**src/rtl/keypad_pkg.sv**
```systemverilog
// keypad_pkg: shared types, command codes and key decode for the keypad front end.
// Key index is {row, col}, i.e. 4*row + col.
package keypad_pkg;

    typedef enum logic [1:0] {
        SCAN,
        DEB_PRESS,
        EMIT,
        WAIT_REL
    } state_t;

    localparam logic [1:0] CMD_IDLE   = 2'b00;
    localparam logic [1:0] CMD_ARM    = 2'b01;
    localparam logic [1:0] CMD_DISARM = 2'b10;
    localparam logic [1:0] CMD_CANCEL = 2'b11;

    typedef struct packed {
        logic       is_digit;
        logic       is_cmd;
        logic [3:0] value;
    } key_t;

    function automatic logic [3:0] col_mask(input logic [1:0] c);
        return ~(4'b0001 << c);
    endfunction

    // '*', '#' and 'D' decode to neither digit nor command and are dropped
    function automatic key_t key_decode(input logic [3:0] k);
        key_t d;
        d = '0;
        case (k)
            4'd0:    d = '{1'b1, 1'b0, 4'd1};
            4'd1:    d = '{1'b1, 1'b0, 4'd2};
            4'd2:    d = '{1'b1, 1'b0, 4'd3};
            4'd3:    d = '{1'b0, 1'b1, {2'b00, CMD_ARM}};
            4'd4:    d = '{1'b1, 1'b0, 4'd4};
            4'd5:    d = '{1'b1, 1'b0, 4'd5};
            4'd6:    d = '{1'b1, 1'b0, 4'd6};
            4'd7:    d = '{1'b0, 1'b1, {2'b00, CMD_DISARM}};
            4'd8:    d = '{1'b1, 1'b0, 4'd7};
            4'd9:    d = '{1'b1, 1'b0, 4'd8};
            4'd10:   d = '{1'b1, 1'b0, 4'd9};
            4'd11:   d = '{1'b0, 1'b1, {2'b00, CMD_CANCEL}};
            4'd13:   d = '{1'b1, 1'b0, 4'd0};
            default: d = '0;
        endcase
        return d;
    endfunction

endpackage

```
**src/rtl/keypad_if.sv**
```systemverilog
// keypad_if: keypad matrix lines plus the decoded key stimulus.
// master = keypad front end, slave = keypad/consumer side.
interface keypad_if;
    logic [3:0] row_sense;
    logic [3:0] col_drive;
    logic [3:0] digit;
    logic       input_digit;
    logic [1:0] command;

    modport master (
        input  row_sense,
        output col_drive,
        output digit,
        output input_digit,
        output command
    );

    modport slave (
        output row_sense,
        input  col_drive,
        input  digit,
        input  input_digit,
        input  command
    );
endinterface

```
**src/rtl/keypad_sync2.sv**
```systemverilog
// keypad_sync2: 4-bit two-flop synchroniser for the row inputs.
// Resets to all ones (no key down).
module keypad_sync2 (
    input  logic       clk,
    input  logic       reset,
    input  logic [3:0] d,
    output logic [3:0] q
);
    logic [3:0] meta;

    always_ff @(posedge clk or posedge reset) begin
        if (reset) begin
            meta <= 4'hF;
            q    <= 4'hF;
        end else begin
            meta <= d;
            q    <= meta;
        end
    end
endmodule

```
**src/rtl/keypad_frontend.sv**
```systemverilog
// keypad_frontend: 4x4 keypad scan, debounce and decode into one-cycle pulses.
// Define KEYPAD_MULTIKEY_REJECT_EN to reject frames with more than one key down.
module keypad_frontend
    import keypad_pkg::*;
#(
    parameter int SCAN_CYCLES     = 4,
    parameter int DEBOUNCE_CYCLES = 8
) (
    input  logic     clk,
    input  logic     reset,
    keypad_if.master kp
);
    localparam int SW = $clog2(SCAN_CYCLES);
    localparam int DW = $clog2(DEBOUNCE_CYCLES + 1);
    localparam logic [SW-1:0] SCAN_LAST = SW'(SCAN_CYCLES - 1);
    localparam logic [SW-1:0] SETTLE    = SW'(2);
    localparam logic [DW-1:0] DEB_LAST  = DW'(DEBOUNCE_CYCLES - 1);

    state_t        state, state_n;
    logic [1:0]    col_idx, col_idx_n;
    logic [1:0]    cand_row, cand_row_n;
    logic [1:0]    cand_col, cand_col_n;
    logic          hit, hit_n;
    logic          multi, multi_n;
    logic [SW-1:0] scan_cnt, scan_cnt_n;
    logic [DW-1:0] deb_cnt, deb_cnt_n;
    logic [3:0]    col_drive_n, digit_n;
    logic          input_digit_n;
    logic [1:0]    command_n;

    logic [3:0] rs, low;
    logic [1:0] col_row;
    logic       col_any, col_multi, frame_multi, reject;
    key_t       dec;

    keypad_sync2 u_sync (
        .clk   (clk),
        .reset (reset),
        .d     (kp.row_sense),
        .q     (rs)
    );

    always_comb begin
        low       = ~rs;
        col_any   = |low;
        col_multi = |(low & (low - 4'd1));
        col_row   = 2'd0;
        if (low[0])      col_row = 2'd0;
        else if (low[1]) col_row = 2'd1;
        else if (low[2]) col_row = 2'd2;
        else if (low[3]) col_row = 2'd3;
    end

    always_ff @(posedge clk or posedge reset) begin
        if (reset) state <= SCAN;
        else       state <= state_n;
    end

    always_ff @(posedge clk or posedge reset) begin
        if (reset) begin
            col_idx        <= 2'd0;
            cand_row       <= 2'd0;
            cand_col       <= 2'd0;
            hit            <= 1'b0;
            multi          <= 1'b0;
            scan_cnt       <= '0;
            deb_cnt        <= '0;
            kp.col_drive   <= 4'b1110;
            kp.digit       <= 4'd0;
            kp.input_digit <= 1'b0;
            kp.command     <= CMD_IDLE;
        end else begin
            col_idx        <= col_idx_n;
            cand_row       <= cand_row_n;
            cand_col       <= cand_col_n;
            hit            <= hit_n;
            multi          <= multi_n;
            scan_cnt       <= scan_cnt_n;
            deb_cnt        <= deb_cnt_n;
            kp.col_drive   <= col_drive_n;
            kp.digit       <= digit_n;
            kp.input_digit <= input_digit_n;
            kp.command     <= command_n;
        end
    end

    always_comb begin
        state_n       = state;
        col_idx_n     = col_idx;
        cand_row_n    = cand_row;
        cand_col_n    = cand_col;
        hit_n         = hit;
        multi_n       = multi;
        scan_cnt_n    = scan_cnt;
        deb_cnt_n     = deb_cnt;
        col_drive_n   = kp.col_drive;
        digit_n       = 4'd0;
        input_digit_n = 1'b0;
        command_n     = CMD_IDLE;
        frame_multi   = multi | col_multi | (hit & col_any);
`ifdef KEYPAD_MULTIKEY_REJECT_EN
        reject        = frame_multi;
`else
        reject        = 1'b0;
`endif
        dec           = key_decode({cand_row, cand_col});

        unique case (state)
            SCAN: begin
                if (scan_cnt == SCAN_LAST) begin
                    scan_cnt_n = '0;
                    if (!hit && col_any) begin
                        cand_row_n = col_row;
                        cand_col_n = col_idx;
                    end
                    hit_n       = hit | col_any;
                    multi_n     = frame_multi;
                    col_idx_n   = col_idx + 2'd1;
                    col_drive_n = col_mask(col_idx + 2'd1);
                    if (col_idx == 2'd3) begin
                        hit_n   = 1'b0;
                        multi_n = 1'b0;
                        if ((hit | col_any) && !reject) begin
                            state_n     = DEB_PRESS;
                            col_idx_n   = 2'd0;
                            col_drive_n = col_mask(cand_col_n);
                        end
                    end
                end else begin
                    scan_cnt_n = scan_cnt + 1'b1;
                end
            end
            DEB_PRESS: begin
                // first two cycles still show the old column through the synchroniser
                if (scan_cnt != SETTLE) begin
                    scan_cnt_n = scan_cnt + 1'b1;
                end else if (rs[cand_row]) begin
                    state_n     = SCAN;
                    scan_cnt_n  = '0;
                    deb_cnt_n   = '0;
                    col_idx_n   = 2'd0;
                    col_drive_n = 4'b1110;
                end else if (deb_cnt == DEB_LAST) begin
                    state_n    = EMIT;
                    scan_cnt_n = '0;
                    deb_cnt_n  = '0;
                    if (dec.is_digit) begin
                        digit_n       = dec.value;
                        input_digit_n = 1'b1;
                    end else if (dec.is_cmd) begin
                        command_n = dec.value[1:0];
                    end
                end else begin
                    deb_cnt_n = deb_cnt + 1'b1;
                end
            end
            EMIT: begin
                state_n   = WAIT_REL;
                deb_cnt_n = '0;
            end
            WAIT_REL: begin
                if (!rs[cand_row]) begin
                    deb_cnt_n = '0;
                end else if (deb_cnt == DEB_LAST) begin
                    state_n     = SCAN;
                    deb_cnt_n   = '0;
                    scan_cnt_n  = '0;
                    col_idx_n   = 2'd0;
                    col_drive_n = 4'b1110;
                end else begin
                    deb_cnt_n = deb_cnt + 1'b1;
                end
            end
            default: state_n = SCAN;
        endcase
    end
endmodule

```
**src/flat_wrapper.sv**
```systemverilog
// flat-port wrapper written by rule: the top's interface ports become plain ports
module keypad_frontend_flat import keypad_pkg::*;
#(
    parameter int SCAN_CYCLES     = 4,
    parameter int DEBOUNCE_CYCLES = 8
)
  (clk, reset, kp_row_sense, kp_col_drive, kp_digit, kp_input_digit, kp_command);
  keypad_if kp_i ();
  input  logic clk;
  input  logic reset;
  input wire logic [$bits(kp_i.row_sense)-1:0] kp_row_sense;
  output wire logic [$bits(kp_i.col_drive)-1:0] kp_col_drive;
  output wire logic [$bits(kp_i.digit)-1:0] kp_digit;
  output wire logic [$bits(kp_i.input_digit)-1:0] kp_input_digit;
  output wire logic [$bits(kp_i.command)-1:0] kp_command;
  assign kp_i.row_sense = kp_row_sense;
  assign kp_col_drive = kp_i.col_drive;
  assign kp_digit = kp_i.digit;
  assign kp_input_digit = kp_i.input_digit;
  assign kp_command = kp_i.command;
  keypad_frontend #(.SCAN_CYCLES(SCAN_CYCLES), .DEBOUNCE_CYCLES(DEBOUNCE_CYCLES)) u_core (.clk(clk), .reset(reset), .kp(kp_i));
endmodule
```
**config.mk**
```make
export PLATFORM = sky130hd
export DESIGN_NAME = keypad_frontend_flat
export DESIGN_NICKNAME = d
export VERILOG_FILES = /design/src/rtl/keypad_pkg.sv /design/src/rtl/keypad_if.sv /design/src/rtl/keypad_sync2.sv /design/src/rtl/keypad_frontend.sv /design/src/flat_wrapper.sv
export SDC_FILE = /design/constraint.sdc
export NUM_CORES = 1
export LEC_CHECK = 0
export BUFFER_PORTS_ARGS = -buffer_cell sky130_fd_sc_hd__buf_2
export CAP_MARGIN = 20
export CORE_MARGIN = 3
export CORE_UTILIZATION = 47
export DETAILED_ROUTE_END_ITERATION = 6
export PLACE_DENSITY = 0.68
export SYNTH_ARGS = -nofsm -noshare
export SYNTH_HDL_FRONTEND = slang
export SYNTH_SLANG_ARGS = --single-unit
```
**constraint.sdc**
```tcl
create_clock -name clk -period 1.65 [get_ports clk]
set_input_delay 0.33 -clock clk [delete_from_list [all_inputs] [get_ports clk]]
set_output_delay 0.33 -clock clk [all_outputs]
set_load 0.05 [all_outputs]
```
==> impl_metrics.json <==
{
  "relSlewSlack_pct": 72.3,
  "slowest_stage": "mux4_2",
  "crit_family": "multiplexers",
  "cp_max_fo": 8,
  "p_leak_nw": 1.03,
  "top_layer": "met4",
  "cp.arrival_ps": 1860,
  "rsz0062_at_grt": "yes",
  "hp-class": "input pin to async pin",
  "required_ps": 1840,
  "worst_setup_path_end_kind": "register",
  "core_area_um2": 3720,
  "clock_path_buffers": 2,
  "drtIter0Drc": 114,
  "die-height_um": 68.5,
  "synth_top_family_by_area": "simple AND/OR/NAND/NOR gates",
  "skew_ps": 4.25,
  "ys.warnings.count": 0,
  "powerDensity_nw_per_um2": 1620,
  "synth.avg_cell_area_um2": 10.2,
  "hold_viol": 0,
  "syn_area_um2": 1840,
  "p_seq_share_pct": 33.9,
  "die_w_um": 68.5,
  "violations": "negative setup slack",
  "wl_met1_um": 1630,
  "critPathMaxStageDelay_ps": 560,
  "r2r-start": "u_core.cand_row[0]",
  "layout.nets": 237,
  "design_area_um2": 2250,
  "fin_ws_ps": -22.2,
  "fmax_mhz": 598,
  "cts_buffers": 5,
  "tightest_slew_ps": 416,
  "drive_gt1_share_pct": 36.5,
  "final.setup.tns_ps": -22.2,
  "grt_max_degree": 35,
  "path_buf_inv": 1,
  "ant_nets": 0,
  "track_usage_pct": 18.7,
  "vdd_ir_drop_max_v": 0.000787,
  "clk_latency_ps": 280,
  "drt_drc_violations_left": 0,
  "setup_viol": 1,
  "rrSetupSlack_ps": -20,
  "io_pins": 17,
  "cts_tree": "done",
  "synth-main-ff-cell": "dfrtp_1",
  "routabilityCongestion": 0.852,
  "htreeDepth": 2,
  "comb_power_share_pct": 49.1,
  "wl_met2_um": 1970,
  "start_util_pct": 49.4,
  "cts_sinks": 34,
  "startpoint_type": "register",
  "synthSimpleGateAreaFrac_pct": 19.2,
  "ys_ff_latch": 34,
  "synth_compound_area_share_pct": 15.3,
  "drv_cap": 0,
  "synthMuxAreaShare_pct": 3.68,
  "antenna_found_initial": 0,
  "yosysSeqAreaShare_pct": 47.1,
  "post-route-period-util_pct": 101,
  "synthAdderAreaFrac_pct": 8.86,
  "cts_root_buf": "clkbuf_8",
  "synthCells": 180,
  "maxSlewViolCount": 0,
  "synth-edff-count": 0,
  "vias_per_cell": 5.56,
  "num_rows": 22,
  "synth_xor_area_share_pct": 0.477,
  "hpwl_um": 2790,
  "clkPwrFrac_pct": 17.1,
  "status": "finished with violations",
  "grt_pass1_wl_um": 6380,
  "period_minus_slack_ps": 1670,
  "intPower_mw": 2.18,
  "portBuffers": 16,
  "grt_pass1_vias": 1462,
  "syn_nets": 199,
  "placed_area_um2": 2080,
  "met3_length_um": 152,
  "cts.reportedPaths.clkPinSlew_ps": 70,
  "switching_share_pct": 40.3,
  "overflow": 0,
  "firstDrtPassIters": 4,
  "async_flop_share_pct": 100,
  "path_cells": "mux4_2 -> buf_6 -> nor4_4 -> a21oi_1 -> o22ai_1",
  "reg2regPathDepth": 5,
  "wl_um": 3860,
  "avgRoutedWirePerCell_um": 14.5,
  "insertedDiodeCount": 0,
  "synth_cell_types": 49,
  "worst-setup-path-type": "register to register",
  "syn2layout_area_growth_pct": 22.3,
  "netSwitchingPower_mw": 1.47,
  "routed-via-count": 1484,
  "die-area_um2": 4690,
  "r2r-end": "u_core.deb_cnt[0]"
}
-- worst min-delay path: cells and delay by family --
kind	cells	cell delay, ps
buffers and inverters	3	500
-- flip-flops by register name, indices dropped and copies added (netlist names), named ones only --
name	count
u_core.cand_col	2
u_core.cand_row	2
u_core.col_idx	2
u_core.deb_cnt	4
u_core.hit	1
u_core.kp.col_drive	4
u_core.kp.command	2
u_core.kp.digit	4
u_core.kp.input_digit	1
u_core.scan_cnt	2
u_core.state	1
u_core.u_sync.meta	4
u_core.u_sync.q	4
-- power by group through the flow --
| stage | Clock [mW] | Combinational [mW] | Sequential [mW] |
|---|---|---|---|
| after floorplan | 0 | 1.08 | 1.34 |
| after global placement | 0 | 1.63 | 1.23 |
| after detailed placement | 0 | 1.68 | 1.25 |
| after CTS | 0.639 | 1.71 | 1.23 |
| after global routing | 0.676 | 1.98 | 1.27 |
| final | 0.623 | 1.79 | 1.24 |
-- repair_timing --
action,4_1_cts,5_1_grt
hold buffers,0,0
buffers inserted,1,3
gates resized for setup,0,11
endpoints found under the setup margin,7,17
pin swaps,0,6
-- Yosys cell counts, types with 2 or more instances --
cell | instances | area share [%]
o221a_2 | 2 | 1.2
o211ai_1 | 2 | 0.82
nand4_1 | 4 | 1.4
nand2_1 | 19 | 3.9
mux2i_1 | 3 | 1.6
nor3b_1 | 2 | 0.82
a21oi_1 | 14 | 3.8
ha_1 | 13 | 8.9
dfrtp_1 | 23 | 31
o21ai_0 | 12 | 3.3
nor2_1 | 10 | 2.0
and3b_1 | 2 | 0.95
dfstp_2 | 11 | 16
o22ai_1 | 3 | 1.0
buf_2 | 4 | 1.1
nand3_1 | 5 | 1.4
inv_1 | 12 | 2.5
nand3b_1 | 2 | 0.82
or3_1 | 2 | 0.68
a2bb2oi_1 | 2 | 0.95
a31oi_1 | 2 | 0.68
clkbuf_1 | 4 | 0.82
-- kinds of logic (layout without fill, tap and decap cells) --
| kind of cell | Yosys count | in the layout |
|---|---|---|
| AND/OR/NAND/NOR | 61 | 61 |
| buffers and inverters | 22 | 61 |
| flip-flops | 34 | 34 |
| XOR/XNOR | 1 | 1 |
| multiplexers | 5 | 5 |
| adder cells (fa/ha/maj) | 13 | 13 |
| AO/OA/AOI/OAI | 44 | 44 |
-- worst max path at each step --
stage / from / depth (start not counted) / to
finish: u_core.cand_row[0] / 5 / u_core.deb_cnt[0]
global route: u_core.cand_row[0] / 5 / u_core.deb_cnt[0]
CTS: u_core.cand_row[0] / 5 / u_core.deb_cnt[0]
detailed placement: u_core.cand_row[0] / 5 / u_core.kp.col_drive[2]
global placement: u_core.cand_row[0] / 5 / u_core.kp.col_drive[2]
floorplan: u_core.cand_row[0] / 3 / u_core.deb_cnt[1]
-- through the flow --
step / utilization, % / worst slack [ps] / total power, mW / hold WS, ps / instances
floorplan: - / 96.1 / 2.42 / 334 / 180
global placement: 56.0 / 9.18 / 2.86 / 346 / 255
detailed placement: 56.0 / -40.9 / 2.93 / 347 / 255
CTS: 58.7 / 8.52 / 3.58 / 137 / 264
global route: 60.5 / -103 / 3.92 / 127 / 267
finish: 60.5 / -22.2 / 3.65 / 127 / 267
-- layout make-up --
| type | count | area (µm²) |
|---|---|---|
| fillers | 323 | 1470 |
| multi-input cells | 124 | 915 |
| flip-flops and latches | 34 | 865 |
| repair buffers | 41 | 272 |
| clock buffers | 7 | 86.3 |
| well taps | 48 | 60.1 |
| inverters | 12 | 45.0 |
| clock inverters | 1 | 5.00 |
-- placed cells by master, fill, tap and decap left out, drive strengths merged, types with 4 or more instances in the layout --
cell / count
inv: 12
nor2: 10
o21ai: 12
nand2: 20
nand3: 6
nand4: 4
clkbuf: 7
dfstp: 11
ha: 13
buf: 41
a21oi: 14
dfrtp: 23
-- metal layers --
layer	vias up	GRT usage, %
met3	11	3.89
met2	41	31.2
li1	711	-
met1	721	22.0
met4	0	10.9
met5	-	0
No activity file was read; power rests on OpenSTA's default activity.
